==> src/rtl/pill_feeder.sv <==
// pill_feeder: simulated hopper/feeder that produces the pill-detect pulse
// stream for the bottling controller's pill counter.
//
// One pulse per dispensed pill until the bottle reaches the BCD target, then
// a bottle-change gap. Tracks hopper inventory with refill and saturation.
//
// Ports:
//   clk_1khz            system clock
//   switch_clr          synchronous active-high reset
//   enable              controller RUNNING level
//   tgt_p3/p2/p1        BCD pills-per-bottle (hundreds/tens/units)
//   emergncy_stop       latches ESTOP until switch_clr
//   simu_hopper_stop    freezes the pill-period counter
//   simu_hopper_add     refill request, rising-edge detected
//   simu_conveyor_stop  freezes the bottle-change gap
//   pill_pulse          pill-detect pulse, PULSE_W cycles wide
//   hopper_level        pill inventory (binary)
//   hopper_empty        hopper_level == 0
//   conveyor_busy       bottle change in progress
//   fault               emergency stop latched
//   config_err          enabled with a 000 target
//
// Build option: define PILL_FEEDER_JITTER_EN to add 0..7 cycles of LFSR
// jitter to each pill interval, latched on FEED entry.
//
// state  | meaning
// IDLE   | waiting for enable with a non-zero target
// FEED   | pill-period counter running toward the next pulse
// PULSE  | pill_pulse high for PULSE_W cycles
// CHANGE | bottle-change gap, conveyor_busy high
// STALL  | hopper empty or stopped, waiting to resume
// ESTOP  | emergency latched, cleared only by switch_clr
module pill_feeder #(
   parameter int PILL_PERIOD = 200,
   parameter int PULSE_W     = 2,
   parameter int BOTTLE_GAP  = 500,
   parameter int HOPPER_INIT = 50,
   parameter int HOPPER_ADD  = 10,
   parameter int HOPPER_MAX  = 99
) (
   input  logic       clk_1khz,
   input  logic       switch_clr,
   input  logic       enable,
   input  logic [3:0] tgt_p1,
   input  logic [3:0] tgt_p2,
   input  logic [3:0] tgt_p3,
   input  logic       emergncy_stop,
   input  logic       simu_hopper_stop,
   input  logic       simu_hopper_add,
   input  logic       simu_conveyor_stop,
   output logic       pill_pulse,
   output logic [6:0] hopper_level,
   output logic       hopper_empty,
   output logic       conveyor_busy,
   output logic       fault,
   output logic       config_err
);

   localparam int CW = $clog2(PILL_PERIOD + 8);
   localparam int GW = $clog2(BOTTLE_GAP + 1);
   localparam int PW = $clog2(PULSE_W + 1);
   localparam logic [CW-1:0] TERM_BASE = CW'(PILL_PERIOD - 1);

   typedef enum logic [2:0] {
      S_IDLE, S_FEED, S_PULSE, S_CHANGE, S_STALL, S_ESTOP
   } state_t;

   state_t        state_q, state_d;
   logic [CW-1:0] per_cnt_q, per_cnt_d;
   logic [GW-1:0] gap_cnt_q, gap_cnt_d;
   logic [PW-1:0] pw_cnt_q, pw_cnt_d;
   logic [11:0]   pill_cnt_q, pill_cnt_d;
   logic [6:0]    level_q, level_d;
   logic          add_q, add_d;
   logic          config_err_q, config_err_d;

   logic [CW-1:0] term_cnt;
   logic [11:0]   target;
   logic          dispense;
   logic          refill;
   logic [7:0]    lvl_base, lvl_sum;

   function automatic logic [11:0] bcd_inc(input logic [11:0] v);
      logic [11:0] r;
      r = v;
      if (v[3:0] != 4'd9) begin
         r[3:0] = v[3:0] + 4'd1;
      end else begin
         r[3:0] = 4'd0;
         if (v[7:4] != 4'd9) begin
            r[7:4] = v[7:4] + 4'd1;
         end else begin
            r[7:4]  = 4'd0;
            r[11:8] = (v[11:8] != 4'd9) ? v[11:8] + 4'd1 : 4'd0;
         end
      end
      return r;
   endfunction

   assign target = {tgt_p3, tgt_p2, tgt_p1};

`ifdef PILL_FEEDER_JITTER_EN
   logic [7:0] lfsr_q, lfsr_d;
   logic [2:0] jit_q, jit_d;

   always_comb begin
      lfsr_d = {lfsr_q[6:0], lfsr_q[7] ^ lfsr_q[5] ^ lfsr_q[4] ^ lfsr_q[3]};
      jit_d  = jit_q;
      if (state_d == S_FEED && state_q != S_FEED) jit_d = lfsr_q[2:0];
      term_cnt = TERM_BASE + CW'(jit_q);
   end

   always_ff @(posedge clk_1khz) begin
      if (switch_clr) begin
         lfsr_q <= 8'hA5;
         jit_q  <= 3'd0;
      end else begin
         lfsr_q <= lfsr_d;
         jit_q  <= jit_d;
      end
   end
`else
   always_comb term_cnt = TERM_BASE;
`endif

   always_ff @(posedge clk_1khz) begin
      if (switch_clr) begin
         state_q      <= S_IDLE;
         per_cnt_q    <= '0;
         gap_cnt_q    <= '0;
         pw_cnt_q     <= '0;
         pill_cnt_q   <= '0;
         level_q      <= 7'(HOPPER_INIT);
         add_q        <= 1'b0;
         config_err_q <= 1'b0;
      end else begin
         state_q      <= state_d;
         per_cnt_q    <= per_cnt_d;
         gap_cnt_q    <= gap_cnt_d;
         pw_cnt_q     <= pw_cnt_d;
         pill_cnt_q   <= pill_cnt_d;
         level_q      <= level_d;
         add_q        <= add_d;
         config_err_q <= config_err_d;
      end
   end

   always_comb begin
      state_d      = state_q;
      per_cnt_d    = per_cnt_q;
      gap_cnt_d    = gap_cnt_q;
      pw_cnt_d     = pw_cnt_q;
      pill_cnt_d   = pill_cnt_q;
      config_err_d = 1'b0;
      dispense     = 1'b0;
      case (state_q)
         S_IDLE: begin
            if (enable) begin
               if (target == 12'h000) begin
                  config_err_d = 1'b1;
               end else begin
                  state_d    = S_FEED;
                  per_cnt_d  = '0;
                  pill_cnt_d = '0;
               end
            end
         end
         S_FEED: begin
            if (!enable) begin
               state_d = S_IDLE;
            end else if (!simu_hopper_stop) begin
               // The terminal-count decision is also frozen by hopper_stop,
               // so a hold of N cycles delays the pulse by exactly N.
               if (per_cnt_q == term_cnt) begin
                  if (level_q != 7'd0) begin
                     state_d    = S_PULSE;
                     pw_cnt_d   = '0;
                     dispense   = 1'b1;
                     pill_cnt_d = bcd_inc(pill_cnt_q);
                  end else begin
                     state_d = S_STALL;
                  end
               end else begin
                  per_cnt_d = per_cnt_q + CW'(1);
               end
            end
         end
         S_PULSE: begin
            if (pw_cnt_q == PW'(PULSE_W - 1)) begin
               if (!enable) begin
                  state_d = S_IDLE;
               end else if (pill_cnt_q == target) begin
                  state_d   = S_CHANGE;
                  gap_cnt_d = GW'(BOTTLE_GAP - 1);
               end else begin
                  state_d   = S_FEED;
                  per_cnt_d = '0;
               end
            end else begin
               pw_cnt_d = pw_cnt_q + PW'(1);
            end
         end
         S_CHANGE: begin
            if (!enable) begin
               state_d = S_IDLE;
            end else if (!simu_conveyor_stop) begin
               if (gap_cnt_q == '0) begin
                  state_d    = S_FEED;
                  per_cnt_d  = '0;
                  pill_cnt_d = '0;
               end else begin
                  gap_cnt_d = gap_cnt_q - GW'(1);
               end
            end
         end
         S_STALL: begin
            if (!enable) begin
               state_d = S_IDLE;
            end else if (level_q != 7'd0 && !simu_hopper_stop) begin
               state_d   = S_FEED;
               per_cnt_d = '0;
            end
         end
         S_ESTOP: state_d = S_ESTOP;
         default: state_d = S_IDLE;
      endcase
      if (state_d == S_IDLE) pill_cnt_d = '0;
      if (emergncy_stop) begin
         state_d      = S_ESTOP;
         dispense     = 1'b0;
         config_err_d = 1'b0;
      end
   end

   // Refill and dispense may land on the same edge; saturate the combined sum.
   always_comb begin
      add_d    = simu_hopper_add;
      refill   = simu_hopper_add & ~add_q & (state_q != S_ESTOP);
      lvl_base = {1'b0, level_q} - {7'd0, dispense};
      lvl_sum  = lvl_base + 8'(HOPPER_ADD);
      level_d  = lvl_base[6:0];
      if (refill) level_d = (lvl_sum > 8'(HOPPER_MAX)) ? 7'(HOPPER_MAX) : lvl_sum[6:0];
   end

   always_comb begin
      pill_pulse    = (state_q == S_PULSE);
      conveyor_busy = (state_q == S_CHANGE);
      fault         = (state_q == S_ESTOP);
      config_err    = config_err_q;
      hopper_level  = level_q;
      hopper_empty  = (level_q == 7'd0);
   end

endmodule

==> config.mk <==
export PLATFORM = sky130hd
export DESIGN_NAME = pill_feeder
export DESIGN_NICKNAME = d
export VERILOG_FILES = /design/src/rtl/pill_feeder.sv
export SDC_FILE = /design/constraint.sdc
export NUM_CORES = 1
export LEC_CHECK = 0
export ABC_AREA = 1
export CAP_MARGIN = 15
export CORE_MARGIN = 1.5
export CORE_UTILIZATION = 55
export DETAILED_ROUTE_END_ITERATION = 12
export PLACE_DENSITY = 0.79
export SKIP_LAST_GASP = 1
export SYNTH_ARGS = -nofsm -noshare
export SYNTH_HDL_FRONTEND = slang
export SYNTH_SLANG_ARGS = --single-unit
==> constraint.sdc <==
create_clock -name clk_1khz -period 6.25 [get_ports clk_1khz]
set_input_delay 1.25 -clock clk_1khz [delete_from_list [all_inputs] [get_ports clk_1khz]]
set_output_delay 1.25 -clock clk_1khz [all_outputs]
set_load 0.005 [all_outputs]
==> impl_metrics.json, run 1 <==
{
  "die_w_um": 81.4,
  "clk_latency_ns": 0.30,
  "cts_buffers": 5,
  "place_congestion": 0.925,
  "core_mm2": 0.00592,
  "multi_input_area_mm2": 0.00217,
  "ys_types": 41,
  "yosys_register_bits": 43,
  "layout.nets": 580,
  "finalMaxSlewViolations": 0,
  "slowest_stage": "clkdlybuf4s50_1",
  "dieArea_mm2": 0.00663,
  "power.leakage_nw": 1.73,
  "track_usage": 0.253,
  "synth_fp_nets": 551,
  "clk_pin_slew_worst_paths_ns": 0.08,
  "worst-setup-path-type": "primary input to flip-flop",
  "critPathMaxStageDelay_ns": 0.57,
  "seqCellArea_um2": 861,
  "grt-ovfl-total": 0,
  "cap_viol_max_count": 0,
  "skew_ns": 0.00782,
  "io_buffers": 30,
  "first_iter_violations": 185,
  "cts-resized-gates": 0,
  "io_pins": 31,
  "cts_root_buf": "clkbuf_8",
  "post_cts.repair.setup_buffers": 0,
  "syn_inst": 520,
  "final_antenna_net_count": 0,
  "grt_max_degree": 22,
  "holdBufCountCts": 0,
  "final_common_cell": "nand2_1",
  "synthTopCellsByArea": "dfxtp_1, nand2_1, nor2_1, inv_1, nand3_1",
  "post-dp-hpwl_um": 6020,
  "crit_fanout": 7,
  "crit_top_cell": "nand2_1",
  "grt_pass1_vias": 3041,
  "power.ir.vdd_worst_v": 0.000155,
  "avgSynthCellArea_um2": 6.51,
  "finalSetupViolations": 0,
  "viasPerCell": 5.32,
  "layout_common_cells": "nand2_1, nor2_1, inv_1",
  "cts_tree": "built",
  "drive_gt1_frac": 0.122,
  "netlist_area_mm2": 0.00338,
  "cp_cell_sequence": "clkdlybuf4s50_1, inv_2, nor2_1, nand4_1, nor2_1, ha_1, ha_1, inv_1, nand2_1, nand2_1, inv_1, ha_1, inv_1, nand3_1, nand2_1, nor2_1, nand3_1, nand2_1, inv_1, nand2_1, nand2_1, nand2_1, nor2_1",
  "cp_data_required_time_ns": 6.44,
  "tns_ns": 0,
  "slew_headroom": 0.678,
  "powerDensity_mw_per_mm2": 176,
  "drc_errors": 0,
  "synth_top_area_share": 0.254,
  "grt_pass1_wl_um": 13200,
  "wl_um": 8070,
  "worst_setup_path_end_kind": "flip-flop",
  "finalPower_uw": 675,
  "start_util": 0.571,
  "hold_viol": 0,
  "fillers": 551,
  "antenna_found_initial": 0,
  "worst_slew_pin_slew_ns": 0.483,
  "arrival_ns": 4.25,
  "rsz0062_at_grt": "no",
  "period_share": 0.649,
  "die_h_um": 81.4,
  "status": "finished, final reports clean",
  "wl_per_cell_um": 12.9,
  "yosys_warnings": 0,
  "synth_top_area_cell": "dfxtp_1",
  "cp-start-kind": "primary input",
  "path_buf_inv": 6,
  "seq_area_frac_synth": 0.254,
  "row_count": 28,
  "fin_crit_ns": 4.06,
  "drt-pass1-iter-count": 4,
  "h-tree-depth": 2,
  "clock_sinks": 43,
  "syn_to_final_growth_pct": 13.1,
  "clk_path_buf_depth": 2,
  "dr_total_vias": 3323,
  "max_freq_mhz": 246,
  "diodes": 0,
  "hp-class": "flip-flop to flip-flop",
  "critical-path-top-delay-family": "simple AND/OR/NAND/NOR gates"
}
==> where the power goes <==
group	total, mW	internal (mW)	switching (mW)
Clock	0.231	0.129	0.102
Sequential	0.296	0.282	0.0139
Combinational	0.147	0.0573	0.0899
==> worst min-delay path: cells and delay by family, from the launching register on <==
family	cells	cell delay, ns
flops	1	0.30
compound gates	1	0.07
buf+inv	1	0.07
==> layer usage <==
metal | global-route usage | vias to the layer above | share of wire
met3 | 0.0422 | 10 | 0.045
met2 | 0.458 | 80 | 0.49
li1 | - | 1733 | -
met5 | 0 | - | 0
met1 | 0.305 | 1500 | 0.45
met4 | 0.0759 | 0 | 0.012
==> state kept, by name, summed over array words and instances (netlist names) <==
name          count
state_q           3
gap_cnt_q         9
config_err        1
add_q             1
pill_cnt_q       12
per_cnt_q         8
pw_cnt_q          2
hopper_level      7
==> cells in the mapped netlist <==
library cell / count
and2_1: 1
a22oi_1: 1
o21ai_0: 16
a21oi_1: 22
clkbuf_1: 1
dlygate4sd1_1: 1
nand3_4: 2
nand3b_4: 2
xnor2_1: 4
nand2_4: 4
nor3b_1: 3
o31ai_1: 1
buf_6: 4
a21oi_4: 1
o21bai_1: 1
ha_1: 12
xor2_1: 14
inv_1: 65
nor2_1: 70
nor3_4: 2
or3_1: 1
nand4_1: 24
buf_2: 2
inv_2: 5
nand3_2: 5
a211oi_1: 1
inv_4: 2
nor3_2: 3
nand2_1: 117
nand3_1: 41
buf_4: 1
nand2_2: 9
or2_2: 4
nor2_4: 2
o21ai_1: 3
nand3b_1: 3
o21ai_2: 1
nor3_1: 8
a31oi_1: 2
dfxtp_1: 43
nor2_2: 16
==> cell families after synthesis <==
group / count (synthesis) / share of synthesized area
buffers and inverters: 81 / 0.104
XOR/XNOR: 18 / 0.0466
AND/OR/NAND/NOR: 317 / 0.470
adder cells (fa/ha/maj): 12 / 0.0444
flip-flops: 43 / 0.254
AO/OA/AOI/OAI: 49 / 0.0806
==> area by class of cell <==
cell class,instances,share of cell area
tap,75,0.0245
clock inverter,2,0.00915
sequential,43,0.225
multi-input combinational,396,0.568
clock buffer,6,0.0216
timing repair buffer,31,0.0804
inverter,72,0.0719
==> path summary, 6_finish.rpt <==
path	start	to	slack (ns)	depth (start not counted)
setup / recovery	enable	hopper_level[3]	2.19	23
hold / removal	pw_cnt_q[1]	pw_cnt_q[1]	0.48	2
setup reg to reg	state_q[0]	hopper_level[3]	2.87	22
hold reg to reg	pw_cnt_q[1]	pw_cnt_q[1]	0.48	2
==> through the flow <==
stage	instances	util	setup WS, ns	hold WS, ns	area, µm²
6_report	625	0.646	2.19	0.483	3830
5_1_grt	625	0.646	1.84	0.496	3830
4_1_cts	625	0.646	2.23	0.481	3830
3_5_place_dp	617	0.627	1.92	0.465	3710
3_3_place_gp	617	0.627	2.05	0.464	3710
2_1_floorplan	520	-	2.87	0.443	3380
Note: power is estimated with default switching activity, not from simulation.
==> inputs of run 2 (changes only) <==
clock period = 4.1 ns   (was 6.25 ns; I/O delays follow)
==> impl_metrics.json, run 2 (synthesis results as in run 1) <==
{
  "status": "finished, final reports clean",
  "rsz0062_at_grt": "no",
  "powerDensity_mw_per_mm2": 256,
  "layout_common_cells": "nand2_1, nor2_1, inv_1",
  "final_common_cell": "nand2_1",
  "clk_pin_slew_worst_paths_ns": 0.08,
  "finalSetupViolations": 0,
  "viasPerCell": 5.34,
  "holdBufCountCts": 0,
  "drc_errors": 0,
  "cp-start-kind": "primary input",
  "finalMaxSlewViolations": 0,
  "worst-setup-path-type": "primary input to flip-flop",
  "start_util": 0.571,
  "final_antenna_net_count": 0,
  "cap_viol_max_count": 0,
  "io_buffers": 30,
  "io_pins": 31,
  "fin_crit_ns": 3.67,
  "top_register": "pill_cnt_q",
  "dr_total_vias": 3335,
  "wl_per_cell_um": 12.8,
  "reg_top3": "pill_cnt_q: 12 flops, gap_cnt_q: 9 flops, per_cnt_q: 8 flops",
  "die_w_um": 81.4,
  "clock_sinks": 43,
  "cp_data_required_time_ns": 4.29,
  "hold_ws_ns": 0.484,
  "worst_setup_path_end_kind": "flip-flop",
  "layout.nets": 580,
  "skew_ns": 0.00557,
  "fillers": 568,
  "largest_reg_flops": 12,
  "period_share": 0.896,
  "track_usage": 0.257,
  "power.leakage_nw": 1.72,
  "cts-resized-gates": 0,
  "wl_um": 7990,
  "worst_slew_pin_slew_ns": 0.499,
  "clk_latency_ns": 0.30,
  "post_cts.repair.setup_buffers": 0,
  "clk_path_buf_depth": 2,
  "core_mm2": 0.00592,
  "antenna_found_initial": 0,
  "diodes": 0,
  "slew_headroom": 0.667,
  "hp-class": "flip-flop to flip-flop",
  "drive_gt1_frac": 0.120,
  "h-tree-depth": 2,
  "tns_ns": 0,
  "max_freq_mhz": 272,
  "post-dp-hpwl_um": 6060,
  "cts_tree": "built",
  "syn_to_final_growth_pct": 12.6,
  "finalPower_uw": 976,
  "power.ir.vdd_worst_v": 0.000209,
  "cts_buffers": 5,
  "hold_viol": 0,
  "cts_root_buf": "clkbuf_8",
  "arrival_ns": 3.87,
  "drt-pass1-iter-count": 5,
  "first_iter_violations": 220,
  "row_count": 28,
  "grt_pass1_wl_um": 13400,
  "grt_pass1_vias": 3080,
  "grt_max_degree": 22,
  "place_congestion": 0.925,
  "grt-ovfl-total": 0,
  "die_h_um": 81.4,
  "dieArea_mm2": 0.00663,
  "crit_fanout": 7
}
-- run 2: path summary, 6_finish.rpt --
path	cells after the start	slack (ns)	start	end
hold reg to reg	2	0.48	pw_cnt_q[1]	pw_cnt_q[1]
setup reg to reg	22	0.67	state_q[0]	hopper_level[3]
hold / removal	2	0.48	pw_cnt_q[1]	pw_cnt_q[1]
setup / recovery	23	0.43	enable	hopper_level[3]
-- run 2: worst max-delay path: stages --
cell             delay [ns]
clkdlybuf4s50_1        0.57
inv_2                  0.10
nor2_1                 0.19
nand4_1                0.15
nor2_1                 0.12
ha_1                   0.24
ha_1                   0.30
inv_1                  0.06
nand2_1                0.08
nand2_1                0.07
inv_1                  0.06
ha_1                   0.16
inv_1                  0.04
nand3_1                0.14
nand2_1                0.10
nor2_1                 0.12
nand3_1                0.08
nand2_1                0.07
inv_1                  0.05
nand2_1                0.09
nand2_1                0.11
nand2_1                0.10
nor2_1                 0.05
-- run 2: report_power, final --
group | internal, mW | switching [mW]
registers | 0.430 | 0.0212
clock network | 0.154 | 0.148
logic | 0.0873 | 0.136
-- run 2: stage by stage --
step / cell area (µm²) / setup WS (ns) / std cells / util
2_1_floorplan: 3380 / 1.15 / 520 / -
3_3_place_gp: 3710 / 0.332 / 617 / 0.627
4_1_cts: 3810 / 0.501 / 625 / 0.643
3_5_place_dp: 3710 / 0.171 / 617 / 0.627
5_1_grt: 3810 / 0.139 / 625 / 0.643
6_report: 3810 / 0.426 / 625 / 0.643
-- run 2: final cells by class --
cell class | instances | area [µm²] | area share
multi-input cells | 396 | 2170 | 0.570
flip-flops and latches | 43 | 861 | 0.226
repair buffers | 31 | 308 | 0.0808
inverters | 72 | 275 | 0.0722
clock buffers | 8 | 100 | 0.0263
well taps | 75 | 93.8 | 0.0246
-- run 2: metal layers --
metal / routed length, µm / GRT usage / vias to the layer above
met3: 416 / 0.0444 / 10
met5: 0 / 0 / -
li1: - / - / 1733
met2: 3840 / 0.450 / 89
met1: 3620 / 0.317 / 1503
met4: 112 / 0.0810 / 0
